`src/rtl/systolic_ctrl_pkg.sv`:
```
// Shared types and helpers for the systolic array controller.
// Holds the FSM state enum, the tag word carried down the result delay line,
// and the default pipeline-latency helper (array rows + columns).
package systolic_pkg;

    typedef enum logic [2:0] {
        IDLE    = 3'd0,
        LOAD_W  = 3'd1,
        LATCH_W = 3'd2,
        STREAM  = 3'd3,
        DRAIN   = 3'd4,
        FIN     = 3'd5
    } state_t;

    // Per-vector tag travelling alongside the array datapath.
    typedef struct packed {
        logic vld;
        logic last;
    } tag_t;

    // A vector entering the array corner needs M+N cycles to reach the output edge.
    function automatic int default_pipe_lat(input int array_m, input int array_n);
        return array_m + array_n;
    endfunction

endpackage

```
`src/rtl/systolic_ctrl_if.sv`:
```
// Handshake/strobe bundle between the controller and the array + data sources.
// Ports: wgt_valid/wgt_ready weight beats, b_path_en/b_en weight shift/latch strobes,
//        inp_valid/inp_ready input vectors, out_valid/out_last result qualifiers.
interface systolic_ctrl_if #(
    parameter int ARRAY_M = 32
);
    logic               wgt_valid;
    logic               wgt_ready;
    logic [ARRAY_M-1:0] b_path_en;
    logic [ARRAY_M-1:0] b_en;
    logic               inp_valid;
    logic               inp_ready;
    logic               out_valid;
    logic               out_last;

    // Controller side.
    modport master (
        input  wgt_valid,
        input  inp_valid,
        output wgt_ready,
        output b_path_en,
        output b_en,
        output inp_ready,
        output out_valid,
        output out_last
    );

    // Array / data-source side.
    modport slave (
        output wgt_valid,
        output inp_valid,
        input  wgt_ready,
        input  b_path_en,
        input  b_en,
        input  inp_ready,
        input  out_valid,
        input  out_last
    );
endinterface

```
`src/rtl/valid_delay_line.sv`:
```
// Fixed-depth shift register carrying {valid,last} tags alongside the array.
// Latency: DEPTH cycles from din_i to dout_o. No backpressure: shifts every cycle.
// Ports: clk, rst (sync, active-high, clears every stage), din_i, dout_o.
module valid_delay_line #(
    parameter int DEPTH = 8
) (
    input  logic       clk,
    input  logic       rst,
    input  logic [1:0] din_i,
    output logic [1:0] dout_o
);

    logic [1:0] pipe_q [DEPTH];

    always_ff @(posedge clk) begin
        if (rst) begin
            for (int i = 0; i < DEPTH; i++) begin
                pipe_q[i] <= 2'b00;
            end
        end else begin
            pipe_q[0] <= din_i;
            for (int i = 1; i < DEPTH; i++) begin
                pipe_q[i] <= pipe_q[i-1];
            end
        end
    end

    assign dout_o = pipe_q[DEPTH-1];

endmodule

```
`src/rtl/systolic_ctrl.sv`:
```
// Job sequencer for a weight-stationary systolic array: load weights, latch, stream, drain.
// Latency: result valid PIPE_LAT cycles after each accepted input vector; done 1 cycle after out_last.
// Backpressure: wgt/inp valid=0 stalls the load/stream phase; readies come from state only.
// Ports: clk, rst (sync active-high), start/k_len job request, busy/done status,
//        bus (systolic_ctrl_if.master) weight/input handshakes, array strobes, result qualifiers.
module systolic_ctrl
    import systolic_pkg::*;
#(
    parameter int ARRAY_M   = 32,
    parameter int ARRAY_N   = 32,
    parameter int LEN_WIDTH = 16,
    parameter int PIPE_LAT  = default_pipe_lat(ARRAY_M, ARRAY_N)
) (
    input  logic                 clk,
    input  logic                 rst,
    input  logic                 start,
    input  logic [LEN_WIDTH-1:0] k_len,
    output logic                 busy,
    output logic                 done,
    systolic_ctrl_if.master      bus
);

    localparam int BEAT_W = $clog2(ARRAY_N) + 1;

    state_t               state_q, state_d;
    logic [LEN_WIDTH-1:0] klen_q, klen_d;
    logic [LEN_WIDTH-1:0] vcnt_q, vcnt_d;
    logic [BEAT_W-1:0]    bcnt_q, bcnt_d;

    logic wgt_hs;
    logic inp_hs;
    logic last_acc;
    tag_t tag_in;
    tag_t tag_out;

    // Readies depend only on state_q, so these handshakes never loop valid back into ready.
    assign wgt_hs   = bus.wgt_valid & (state_q == LOAD_W);
    assign inp_hs   = bus.inp_valid & (state_q == STREAM);
    // k_len is nonzero whenever STREAM is entered, so k_len-1 never underflows here.
    assign last_acc = inp_hs & (vcnt_q == (klen_q - LEN_WIDTH'(1)));

    // Bubbles enter the delay line as an all-zero tag.
    assign tag_in = '{vld: inp_hs, last: last_acc};

    valid_delay_line #(
        .DEPTH (PIPE_LAT)
    ) u_dly (
        .clk    (clk),
        .rst    (rst),
        .din_i  (tag_in),
        .dout_o (tag_out)
    );

    always_ff @(posedge clk) begin
        if (rst) begin
            state_q <= IDLE;
            klen_q  <= '0;
            vcnt_q  <= '0;
            bcnt_q  <= '0;
        end else begin
            state_q <= state_d;
            klen_q  <= klen_d;
            vcnt_q  <= vcnt_d;
            bcnt_q  <= bcnt_d;
        end
    end

    always_comb begin
        state_d       = state_q;
        klen_d        = klen_q;
        vcnt_d        = vcnt_q;
        bcnt_d        = bcnt_q;

        busy          = (state_q != IDLE);
        done          = (state_q == FIN);
        bus.wgt_ready = (state_q == LOAD_W);
        bus.inp_ready = (state_q == STREAM);
        bus.b_path_en = {ARRAY_M{wgt_hs}};
        bus.b_en      = {ARRAY_M{state_q == LATCH_W}};
        bus.out_valid = tag_out.vld;
        bus.out_last  = tag_out.vld & tag_out.last;

        case (state_q)
            IDLE: begin
                if (start) begin
                    klen_d  = k_len;
                    vcnt_d  = '0;
                    bcnt_d  = '0;
                    state_d = LOAD_W;
                end
            end
            LOAD_W: begin
                if (wgt_hs) begin
                    bcnt_d = bcnt_q + BEAT_W'(1);
                    if (bcnt_q == BEAT_W'(ARRAY_N - 1)) begin
                        state_d = LATCH_W;
                    end
                end
            end
            LATCH_W: begin
                state_d = (klen_q != '0) ? STREAM : FIN;
            end
            STREAM: begin
                if (inp_hs) begin
                    vcnt_d = vcnt_q + LEN_WIDTH'(1);
                    if (last_acc) begin
                        state_d = DRAIN;
                    end
                end
            end
            DRAIN: begin
                if (tag_out.vld & tag_out.last) begin
                    state_d = FIN;
                end
            end
            FIN: begin
                state_d = IDLE;
            end
            default: begin
                state_d = IDLE;
            end
        endcase
    end

endmodule

```
`src/flat_wrapper.sv`:
```
// flat-port wrapper written by rule: the top's interface ports become plain ports
module systolic_ctrl_flat import systolic_pkg::*;
#(
    parameter int ARRAY_M   = 32,
    parameter int ARRAY_N   = 32,
    parameter int LEN_WIDTH = 16,
    parameter int PIPE_LAT  = default_pipe_lat(ARRAY_M, ARRAY_N)
)
  (clk, rst, start, k_len, busy, done, bus_wgt_valid, bus_inp_valid, bus_wgt_ready, bus_b_path_en, bus_b_en, bus_inp_ready, bus_out_valid, bus_out_last);
  systolic_ctrl_if #(.ARRAY_M(ARRAY_M)) bus_i ();
  input  logic clk;
  input  logic rst;
  input  logic start;
  input  logic [LEN_WIDTH-1:0] k_len;
  output logic busy;
  output logic done;
  input wire logic [$bits(bus_i.wgt_valid)-1:0] bus_wgt_valid;
  input wire logic [$bits(bus_i.inp_valid)-1:0] bus_inp_valid;
  output wire logic [$bits(bus_i.wgt_ready)-1:0] bus_wgt_ready;
  output wire logic [$bits(bus_i.b_path_en)-1:0] bus_b_path_en;
  output wire logic [$bits(bus_i.b_en)-1:0] bus_b_en;
  output wire logic [$bits(bus_i.inp_ready)-1:0] bus_inp_ready;
  output wire logic [$bits(bus_i.out_valid)-1:0] bus_out_valid;
  output wire logic [$bits(bus_i.out_last)-1:0] bus_out_last;
  assign bus_i.wgt_valid = bus_wgt_valid;
  assign bus_i.inp_valid = bus_inp_valid;
  assign bus_wgt_ready = bus_i.wgt_ready;
  assign bus_b_path_en = bus_i.b_path_en;
  assign bus_b_en = bus_i.b_en;
  assign bus_inp_ready = bus_i.inp_ready;
  assign bus_out_valid = bus_i.out_valid;
  assign bus_out_last = bus_i.out_last;
  systolic_ctrl #(.ARRAY_M(ARRAY_M), .ARRAY_N(ARRAY_N), .LEN_WIDTH(LEN_WIDTH), .PIPE_LAT(PIPE_LAT)) u_core (.clk(clk), .rst(rst), .start(start), .k_len(k_len), .busy(busy), .done(done), .bus(bus_i));
endmodule
```
`config.mk`:
```
export PLATFORM = sky130hd
export DESIGN_NAME = systolic_ctrl_flat
export DESIGN_NICKNAME = d
export VERILOG_FILES = /design/src/rtl/systolic_ctrl_pkg.sv /design/src/rtl/systolic_ctrl_if.sv /design/src/rtl/valid_delay_line.sv /design/src/rtl/systolic_ctrl.sv /design/src/flat_wrapper.sv
export SDC_FILE = /design/constraint.sdc
export NUM_CORES = 1
export LEC_CHECK = 0
export BUFFER_PORTS_ARGS = -buffer_cell sky130_fd_sc_hd__buf_2
export CAP_MARGIN = 20
export CORE_MARGIN = 3
export CORE_UTILIZATION = 51
export DETAILED_ROUTE_END_ITERATION = 16
export GPL_ROUTABILITY_DRIVEN = 0
export PLACE_DENSITY = 0.71
export SYNTH_ARGS = -nofsm -noshare
export SYNTH_HDL_FRONTEND = slang
export SYNTH_HIERARCHICAL = 1
export SYNTH_SLANG_ARGS = --single-unit
export TNS_END_PERCENT = 50
```
`constraint.sdc`:
```
create_clock -name clk -period 2.2 [get_ports clk]
set_input_delay 0.22 -clock clk [delete_from_list [all_inputs] [get_ports clk]]
set_output_delay 0.22 -clock clk [all_outputs]
set_load 0.1 [all_outputs]
```
# Word-level counts from Yosys, hierarchy flattened
# Memory sizes are Yosys's and may differ from the RTL's.
# Cells that the tools add are included.
# word_totals
ff_bits	41
latch_bits	0
mem_bits_rw	128
rom_bits	0
in_bits	21
out_inout_bits	70
n_memories	1
# op_classes
add_sub_neg	3
multipliers	0
div	0
n_lt_le_gt_ge	0
n_eq_ne	13
n_shift	0
mux	81
bitwise_logic	68
reduce_logical	9
# memory_table
memory	words	word_bits	rd	rd_clocked_by_memory_dff	wr	line	text
u_core.u_dly.pipe_q	64	2	64	0	64	valid_delay_line.sv:13	logic [1:0] pipe_q [DEPTH];
# ops
operator	n
$mux W2	64
$or A1 B1 Y1	64
$mux W16	2
$pmux W16 S2	1
$mux W3	7
$add A16 B1 Y16 const B	1
$eq A16 B16 Y1	1
$reduce_bool A16 Y1	1
$sub A16 B1 Y16 const B	1
$pmux W3 S5	1
$mux W6	2
$pmux W6 S2	1
$ne A2 B1 Y1 const B	4
$add A6 B1 Y6 const B	1
$eq A3 B2 Y1 const B	2
$eq A3 B3 Y1 const B	2
$eq A6 B5 Y1 const B	1
$reduce_and A3 Y1	2
$reduce_and A6 Y1	1
$and A1 B1 Y1	4
$ne A2 B2 Y1 const B	2
$reduce_bool A2 Y1	2
$eq A3 B1 Y1 const B	1
$logic_not A3 Y1	1
3 further kinds	5

# Logic depth before layout (Yosys ltp)
# Gate-level depths: netlist (run 1).
# logic_depth
depth_word	6
depth_mapped	8
depth_no_buf	8

# By module
# The synthesis (run 1) kept the hierarchy.
# modules_own_cells
module	instances	cells_per_inst	area_each_um2	seq_area_each_um2
valid_delay_line	1	272	3479.6	2562.5
systolic_ctrl	1	374	2926.6	820.8

# Worst setup path after synthesis (run 1)
# No wires, ideal clock.
# synth_path
path_type	register to output
from	reg u_core.state_q[2]
to	out bus_b_en[10]
arrival_time_ns	3.441
t_required_ns	1.980
setup_slack_ns	-1.461
stages_incl_launch_ff	5
path_cell_list	dfxtp_1 clkbuf_1 nand2b_1 nor2_1 buf_4
# synth_via
elab_chain_cells	1
# synth_rtl
item	line	text
start, declared	systolic_ctrl.sv:25	state_t state_q, state_d;
start signal, assigned	systolic_ctrl.sv:61	state_q <= state_d;
$eq A3 B2 Y1	systolic_ctrl.sv:79	bus.b_en = {ARRAY_M{state_q == LATCH_W}};
end, declared	flat_wrapper.sv:21	output wire logic [$bits(bus_i.b_en)-1:0] bus_b_en;
# No other way between the ends.

# Final worst setup path (run 1)
# layout_path
from	reg u_core.state_q[0]
to	out bus_b_path_en[7]
# layout_via
elab_chain_cells	2
# layout_rtl
item	line	text
$eq A3 B1 Y1	systolic_ctrl.sv:37	assign wgt_hs = bus.wgt_valid & (state_q == LOAD_W);
$and A1 B1 Y1	systolic_ctrl.sv:37	
end, declared	flat_wrapper.sv:20	output wire logic [$bits(bus_i.b_path_en)-1:0] bus_b_path_en;
# No other way between the ends.

==> flow_summary.json, run 1 <==
{
  "run_status": "finished, final reports clean",
  "maxSlewViolCount": 0,
  "worstPathArrival_ns": 1.90,
  "critPathSlowestCell": "dfxtp_1",
  "cts_tree": "done",
  "antenna_found_initial": 0,
  "nNetsFinal": 707,
  "synth_area_leaders": "dfxtp_1 (53%), nor2b_1 (13%), buf_4 (8.8%)",
  "worstSetupPathType": "register to primary output",
  "timing.hold.worst_path_depth": 3,
  "crit_fanout": 17,
  "finalSetupTns_ns": 0,
  "startpoint_type": "register",
  "hold_class": "primary input to register",
  "grt_pass1_vias": 3945,
  "cts.clk_slew.worst_paths_ns": 0.07,
  "hold_violations": 0,
  "yosysUniqueCellTypes": 53,
  "dp_hpwl_um": 8000,
  "die_area_um2": 13900,
  "seq_area_frac_synth_pct": 52.8,
  "drive_above_1_share_pct": 23.9,
  "leakage_nw": 3.21,
  "yosysTopAreaCell": "dfxtp_1",
  "diodes": 0,
  "pin_count": 91,
  "cap_violations": 0,
  "synth-edff-count": 0,
  "synth_nets": 671,
  "die_w_um": 118,
  "final_cell_mix": "dfxtp_1 (166), nor2b_1 (131), buf_4 (51)",
  "ys.flop_type": "dfxtp_1",
  "placementRows": 40,
  "rr_worst_depth": 6,
  "synthArstFlopShare_pct": 0,
  "dr_total_vias": 4125,
  "cts_buffers": 17,
  "syn_area_per_cell_um2": 9.92,
  "path_cells": "buf_4 -> and3_1 -> buf_8 -> buf_12",
  "critPathCaptureType": "primary output",
  "ys.warnings.count": 6,
  "drt_iter0_markers": 320,
  "portBuffers": 90,
  "finClkSkew_ns": 0.0132,
  "wl_um": 12300,
  "placed_area_um2": 7050,
  "finalInstanceArea_um2": 7830,
  "start_util_pct": 52.7,
  "netlist.area_leader.share_pct": 52.8,
  "cts_max_level": 4,
  "whs_ns": 0.0307,
  "netlist_area_um2": 6410,
  "grt_max_degree": 51,
  "worst_slew_pin_slew_ns": 0.490,
  "avgRoutedWirePerCell_um": 14.2,
  "area_growth_pct": 22.1,
  "ir_worst_vdd_v": 0.00112,
  "path_depth": 4,
  "layout_commonest_cell": "dfxtp_1",
  "powerDensity_nw_per_um2": 1200,
  "vias_per_cell": 4.78,
  "post-route-min-period_ns": 2.12,
  "firstDrtPassIters": 4,
  "worstPathRequired_ns": 1.98,
  "clock_latency_ns": 0.42,
  "core_um2": 12200,
  "fmax_mhz": 471,
  "cp_num_buf_inv": 3,
  "rsz0062_at_grt": "yes",
  "ys_ff_latch": 169,
  "setup_violations": 0,
  "ant_nets": 0,
  "cts_sinks": 169,
  "cts_root_buf": "clkbuf_16",
  "fillers": 932,
  "clockBufferDepth": 2,
  "cpPeakStageDelay_ns": 0.45,
  "crit_family": "buffers and inverters",
  "drc_errors": 0,
  "grt_pass1_wl_um": 19900,
  "dieHeight_um": 118,
  "syn_inst": 646,
  "min_period_over_period_pct": 96.6,
  "grt_overflow": 0,
  "utilization_pct": 64.3,
  "grt_use_total_pct": 17.6,
  "maxSlewHeadroom_pct": 67.4
}
## layout make-up
type                    instances  area [um^2]  share of cell area (%)
inverters                       9         33.8                   0.432
flip-flops and latches        169         3390                    43.3
repair buffers                110         1190                    15.3
multi-input cells             375         2400                    30.6
clock buffers                  18          439                    5.61
well taps                     168          210                    2.69
clock inverters                14          163                    2.08
## logic make-up (layout without fill, tap and decap cells)
logic type               after synthesis  in the layout  synth area share, %
buffers and inverters                103            151                 10.8
flip-flops                           169            169                 52.8
multiplexers                           1              1                0.156
XOR/XNOR                              38             38                 5.20
adder cells (fa/ha/maj)                4              4                0.781
AND/OR/NAND/NOR                      285            286                 25.6
AO/OA/AOI/OAI                         46             46                 4.67
## final timing paths
| kind | start | end | slack (ns) |
|---|---|---|---|
| max | u_core/state_q[0] | bus_b_path_en[7] | 0.08 |
| min | k_len[15] | u_core/klen_q[15] | 0.03 |
| max reg2reg | u_core/klen_q[0] | u_core/state_q[0] | 0.13 |
| min reg2reg | u_core/u_dly/pipe_q[2][13] | u_core/u_dly/pipe_q[2][15] | 0.43 |
## sequential cells by signal, indices dropped and copies added (netlist names)
signal               count
u_core/vcnt_q           16
u_core/u_dly/pipe_q    128
u_core/klen_q           16
u_core/bcnt_q            6
u_core/state_q           3
## metal layers
metal	up-vias	track usage, %	share of wire [%]
met5	-	0	0
met4	0	6.15	1.3
met3	15	4.18	3.3
met2	72	29.2	51
met1	1937	22.4	45
li1	2101	-	-
## synthesized netlist by cell type, drive strengths merged, types with 9 or more instances
cell	count
xor2	24
nor2	31
dfxtp	169
nand2	46
nor3	15
buf	84
clkbuf	10
nand3	9
inv	9
nor2b	131
xnor2	14
nand4	9
a21oi	25
## timing repair
action	in CTS	in global routing
pin swaps	0	1
resized for setup	36	12
setup buffers	0	1
cloned	1	1
hold buffers	0	0
setup endpoints to repair	35	53
## metrics by stage
step	worst slack, ns	instances	total power, mW
3_3_place_gp	0.0954	828	6.39
4_1_cts	-0.00617	861	9.39
5_1_grt	-0.00922	863	9.72
6_report	0.0758	863	9.37
2_1_floorplan	0.0346	646	5.58
3_5_place_dp	-0.0393	828	6.43
## where the power goes
group / leakage [nW] / total [mW] / switching, mW / internal (mW)
clock: 0.285 / 2.93 / 1.29 / 1.64
combinational: 1.56 / 3.23 / 2.14 / 1.09
sequential: 1.36 / 3.21 / 0.0939 / 3.12
total: 3.21 / 9.37 / 3.52 / 5.85
## tightest hold or removal path: stages
cell	delay, ns
buf_2	0.09
nand2_1	0.05
a21oi_1	0.05
Note: power is estimated with default switching activity, not from simulation.
==> inputs of run 2 (changes only) <==
Settings changed: CORE_ASPECT_RATIO from default to 0.5.
Clock period 2.2 ns to 1.8 ns, I/O delays scaled along.
==> run 2 against run 1 <==
Effect of this change:
- the run now ends with negative setup slack left
- critical path depth rose by 2
- worst setup slack got worse by 0.39 ns
- die area rose by 0.59%
- total power rose by 28%
==> flow_summary.json, run 2 (synthesis gave the netlist of run 1 again) <==
{
  "p_seq_share_pct": 32.5,
  "dr_total_vias": 4597,
  "worstPathRequired_ns": 2.11,
  "powerDensity_nw_per_um2": 1320,
  "cts_buffers": 17,
  "rsz0062_at_grt": "yes",
  "ir_worst_vdd_v": 0.000735,
  "path_cells": "or4_4 -> nor3_4 -> o2111ai_2 -> nor4b_2 -> nand3_1 -> a211o_1",
  "core_um2": 12100,
  "crit_fanout": 4,
  "top_register": "u_core/u_dly/pipe_q",
  "dieHeight_um": 85.3,
  "antenna_found_initial": 0,
  "fmax_mhz": 474,
  "firstDrtPassIters": 5,
  "hold_violations": 0,
  "cts_max_level": 4,
  "pwr-share-comb_pct": 37.7,
  "layout_commonest_cell": "dfxtp_1",
  "grt_overflow": 0,
  "fillers": 727,
  "seq_area_um2": 3390,
  "area_growth_pct": 41.9,
  "switchingPower_mw": 4.62,
  "clock_power_share_pct": 29.8,
  "violations": "negative setup slack",
  "grt_pass1_wl_um": 22900,
  "cts.clk_slew.worst_paths_ns": 0.07,
  "vias_per_cell": 5.02,
  "nNetsFinal": 762,
  "drive_above_1_share_pct": 31.1,
  "maxSlewViolCount": 0,
  "run_status": "finished with violations",
  "critPathSlowestCell": "or4_4",
  "dpl.cell_count": 854,
  "internal_power_mw": 7.36,
  "clockBufferDepth": 2,
  "finalSetupTns_ns": -8.23,
  "drt_iter0_markers": 424,
  "min_period_over_period_pct": 117,
  "drc_errors": 0,
  "start_util_pct": 53.2,
  "utilization_pct": 75.4,
  "worstSetupPathType": "register to register",
  "critPathCaptureType": "register",
  "grt_pass1_vias": 4598,
  "dp_hpwl_um": 8390,
  "finClkSkew_ns": 0.00899,
  "ant_nets": 0,
  "cts_sinks": 169,
  "placementRows": 28,
  "cap_violations": 0,
  "setup_violations": 80,
  "grt_use_total_pct": 20.7,
  "wl_um": 14800,
  "grt_max_degree": 75,
  "maxSlewHeadroom_pct": 60.7,
  "swShare_pct": 38.5,
  "fin_ws_ns": -0.310,
  "worst_slew_pin_slew_ns": 0.585,
  "portBuffers": 90,
  "largestRegisters": "u_core/u_dly/pipe_q (128), u_core/klen_q (16), u_core/vcnt_q (16)",
  "fin_cells": 915,
  "die_area_um2": 14000,
  "avgRoutedWirePerCell_um": 16.2,
  "largest_reg_flops": 128,
  "clock_latency_ns": 0.42,
  "worstPathArrival_ns": 2.42,
  "final_cell_mix": "dfxtp_1 (165), nor2b_1 (131), buf_12 (70)",
  "pin_count": 91,
  "cts_root_buf": "clkbuf_16",
  "die_w_um": 165,
  "post-route-min-period_ns": 2.11,
  "startpoint_type": "register",
  "diodes": 0,
  "cpPeakStageDelay_ns": 0.59,
  "cts_tree": "done",
  "leakage_nw": 3.70,
  "hold_class": "primary input to register",
  "multi_input_area_um2": 2520
}
run 2: final cells by class:
type	count	area share (%)
sequential	169	37.3
multi-input combinational	374	27.7
timing repair buffer	166	25.8
inverter	9	0.372
clock inverter	15	1.91
clock buffer	17	4.68
tap	165	2.27
run 2: timing repair:
item | 4_1_cts | 5_1_grt
setup buffers | 6 | 6
endpoints found under the setup margin | 81 | 84
pin swaps | 10 | 8
cloned | 4 | 2
hold endpoints to repair | 11 | 0
resized for setup | 28 | 25
hold buffers | 11 | 0
run 2: metrics by stage:
step                      hold WS (ns)  power (mW)  worst slack (ns)  instance area (um^2)
final                           0.0105        12.0            -0.310                  9090
after global routing            0.0430        12.3            -0.373                  9090
after CTS                      0.00503        11.9            -0.215                  8890
after detailed placement         0.421        8.07            -0.240                  7880
after global placement           0.418        8.03            -0.151                  7880
after floorplan                  0.308        6.85            -0.269                  6490
run 2: worst max-delay path: cells and delay by family (launching register included):
kind / cells / cell delay (ns)
flops: 1 / 0.34
simple gates: 4 / 1.24
compound gates: 2 / 0.42
run 2: final timing paths:
| path | startpoint | endpoint | slack [ns] | depth (start not counted) |
|---|---|---|---|---|
| setup / recovery | u_core/klen_q[0] | u_core/state_q[0] | -0.31 | 6 |
| hold / removal | k_len[11] | u_core/klen_q[11] | 0.01 | 3 |
| setup reg to reg | u_core/klen_q[0] | u_core/state_q[0] | -0.31 | 6 |
| hold reg to reg | u_core/u_dly/pipe_q[1][8] | u_core/u_dly/pipe_q[1][10] | 0.43 | 1 |
run 2: layer usage:
metal / vias up / track usage, % / wire (um)
met5: - / 0 / 0
met1: 2187 / 24.6 / 6170
met2: 146 / 36.2 / 7550
met3: 53 / 4.68 / 587
li1: 2211 / - / -
met4: 0 / 8.68 / 507
run 2: power by group through the flow:
| stage | combinational [mW] | sequential [mW] | clock, mW |
|---|---|---|---|
| finish | 4.51 | 3.89 | 3.57 |
| global route | 4.66 | 3.90 | 3.78 |
| CTS | 4.40 | 3.89 | 3.62 |
| detailed placement | 4.10 | 3.97 | 0 |
| global placement | 4.06 | 3.96 | 0 |
| floorplan | 2.88 | 3.96 | 0 |
==> inputs of run 3 (changes only) <==
Settings changed: CORE_UTILIZATION 51 to 56, PLACE_DENSITY 0.71 to 0.74.
Clock period 1.8 ns to 2.4 ns, I/O delays scaled along.
==> run 3 against run 2 <==
Effect of this change:
- the run now ends clean
- via count decreased by 11%
- global-route usage decreased by 2.0 points
- worst setup slack improved by 0.35 ns
- combinational power decreased by 38%
- cell area decreased by 17%
- hold slack improved by 0.048 ns
- clock power decreased by 24%
- sequential cell count unchanged
- first-iteration DRC count decreased by 32%
- register-to-register slack improved by 0.48 ns
- total power decreased by 29%
- highest routed layer unchanged
==> flow_summary.json, run 3 (synthesis gave the netlist of run 1 again) <==
{
  "run_status": "finished, final reports clean",
  "worstPathRequired_ns": 2.16,
  "largest_reg_flops": 128,
  "use_met3_pct": 6.84,
  "die_w_um": 157,
  "ir_worst_vdd_v": 0.00116,
  "maxSlewHeadroom_pct": 53.0,
  "finalSetupTns_ns": 0,
  "cts_sinks": 169,
  "use_met2_pct": 30.1,
  "clock_latency_ns": 0.42,
  "maxSlewViolCount": 0,
  "busiest_layer": "met2",
  "cts_tree": "done",
  "drc_errors": 0,
  "clock_power_share_pct": 32.1,
  "met1_usage_pct": 24.0,
  "placementRows": 26,
  "worst_slew_pin_slew_ns": 0.705,
  "critPathSlowestCell": "dfxtp_1",
  "cap_violations": 0,
  "pwr-share-comb_pct": 33.1,
  "top_register": "u_core/u_dly/pipe_q",
  "wl_um": 11500,
  "diodes": 0,
  "cts_root_buf": "clkbuf_16",
  "area_growth_pct": 18.2,
  "rsz0062_at_grt": "yes",
  "power_mw": 8.51,
  "portBuffers": 90,
  "swShare_pct": 38.1,
  "cts_buffers": 17,
  "grt_use_total_pct": 18.7,
  "pin_count": 91,
  "grt_pass1_vias": 3882,
  "placed_area_um2": 6960,
  "leakage_nw": 3.13,
  "setup_violations": 0,
  "worstSetupPathType": "register to primary output",
  "crit_fanout": 32,
  "path_cells": "nand2b_1 -> nor2_4 -> buf_2",
  "startpoint_type": "register",
  "dr_total_vias": 4113,
  "grt_max_degree": 82,
  "finalInstanceArea_um2": 7570,
  "p_seq_share_pct": 34.8,
  "cts.clk_slew.worst_paths_ns": 0.07,
  "internal_power_mw": 5.27,
  "core_um2": 10700,
  "cpPeakStageDelay_ns": 0.57,
  "cts_resized": 0,
  "min_period_over_period_pct": 98.5,
  "ant_nets": 0,
  "critPathCaptureType": "primary output",
  "post-route-min-period_ns": 2.36,
  "hold_violations": 0,
  "switchingPower_mw": 3.24,
  "drt_iter0_markers": 290,
  "finClkSkew_ns": 0.00778,
  "avgRoutedWirePerCell_um": 14.0,
  "grt_pass1_wl_um": 18900,
  "drive_above_1_share_pct": 21.4,
  "die_area_um2": 12800,
  "antenna_found_initial": 0,
  "powerDensity_nw_per_um2": 1120,
  "dp_hpwl_um": 7300,
  "hold_class": "primary input to register",
  "dieHeight_um": 81.6,
  "cts_max_level": 4,
  "largestRegisters": "u_core/u_dly/pipe_q (128), u_core/klen_q (16), u_core/vcnt_q (16)",
  "clockBufferDepth": 2,
  "vias_per_cell": 5.00,
  "fmax_mhz": 423,
  "cts_hold_buf": 0,
  "nNetsFinal": 694,
  "post_cts_buffers": 0,
  "firstDrtPassIters": 5,
  "final_cell_mix": "dfxtp_1 (168), nor2b_1 (131), buf_2 (52)",
  "start_util_pct": 60.0,
  "layout_commonest_cell": "dfxtp_1",
  "worstPathArrival_ns": 2.12,
  "grt_overflow": 0
}
## run 3: path summary, 6_finish.rpt
kind,startpoint,depth (start not counted),slack (ns),end
worst min register to register,u_core/u_dly/pipe_q[0][14],1,0.44,u_core/u_dly/pipe_q[0][16]
worst max register to register,u_core/klen_q[0],8,0.17,u_core/state_q[1]
worst max-delay path,u_core/state_q[1],3,0.04,bus_b_en[26]
worst min-delay path,k_len[13],3,0.06,u_core/klen_q[13]
## run 3: stage by stage
stage	cells	setup slack, ns	hold WS [ns]	util, %
2_1_floorplan	646	0.215	0.376	-
3_3_place_gp	790	0.314	0.416	65.2
3_5_place_dp	790	0.215	0.420	65.2
4_1_cts	822	0.00809	0.0462	70.8
5_1_grt	822	-0.144	0.0513	71.0
6_report	822	0.0367	0.0580	71.0
## run 3: area by class of cell
class	instances	area (um^2)
timing repair buffer	98	1030
clock buffer	17	425
sequential	169	3380
fill	777	3100
tap	140	175
clock inverter	15	178
inverter	9	33.8
multi-input combinational	374	2340
## run 3: routing by layer
metal	routed length [um]	share of wire, %	vias to the layer above
li1	-	-	2079
met1	5290	46	1906
met2	5310	46	114
met3	743	6.5	14
met4	133	1.2	0
met5	0	0	-
## run 3: power groups by stage
stage                     Combinational (mW)  Sequential [mW]  Clock [mW]
final                                   2.81             2.97        2.73
after global routing                    2.93             2.98        2.93
after CTS                               2.81             2.96        2.78
after detailed placement                2.80             3.03           0
after global placement                  2.78             3.02           0
after floorplan                         2.14             2.97           0
## run 3: critical path, delay by kind of cell, from the launching register on
| kind | cells | cell delay [ns] |
|---|---|---|
| and+or+nand+nor | 2 | 0.62 |
| buffers and inverters | 1 | 0.52 |
| DFF | 1 | 0.57 |
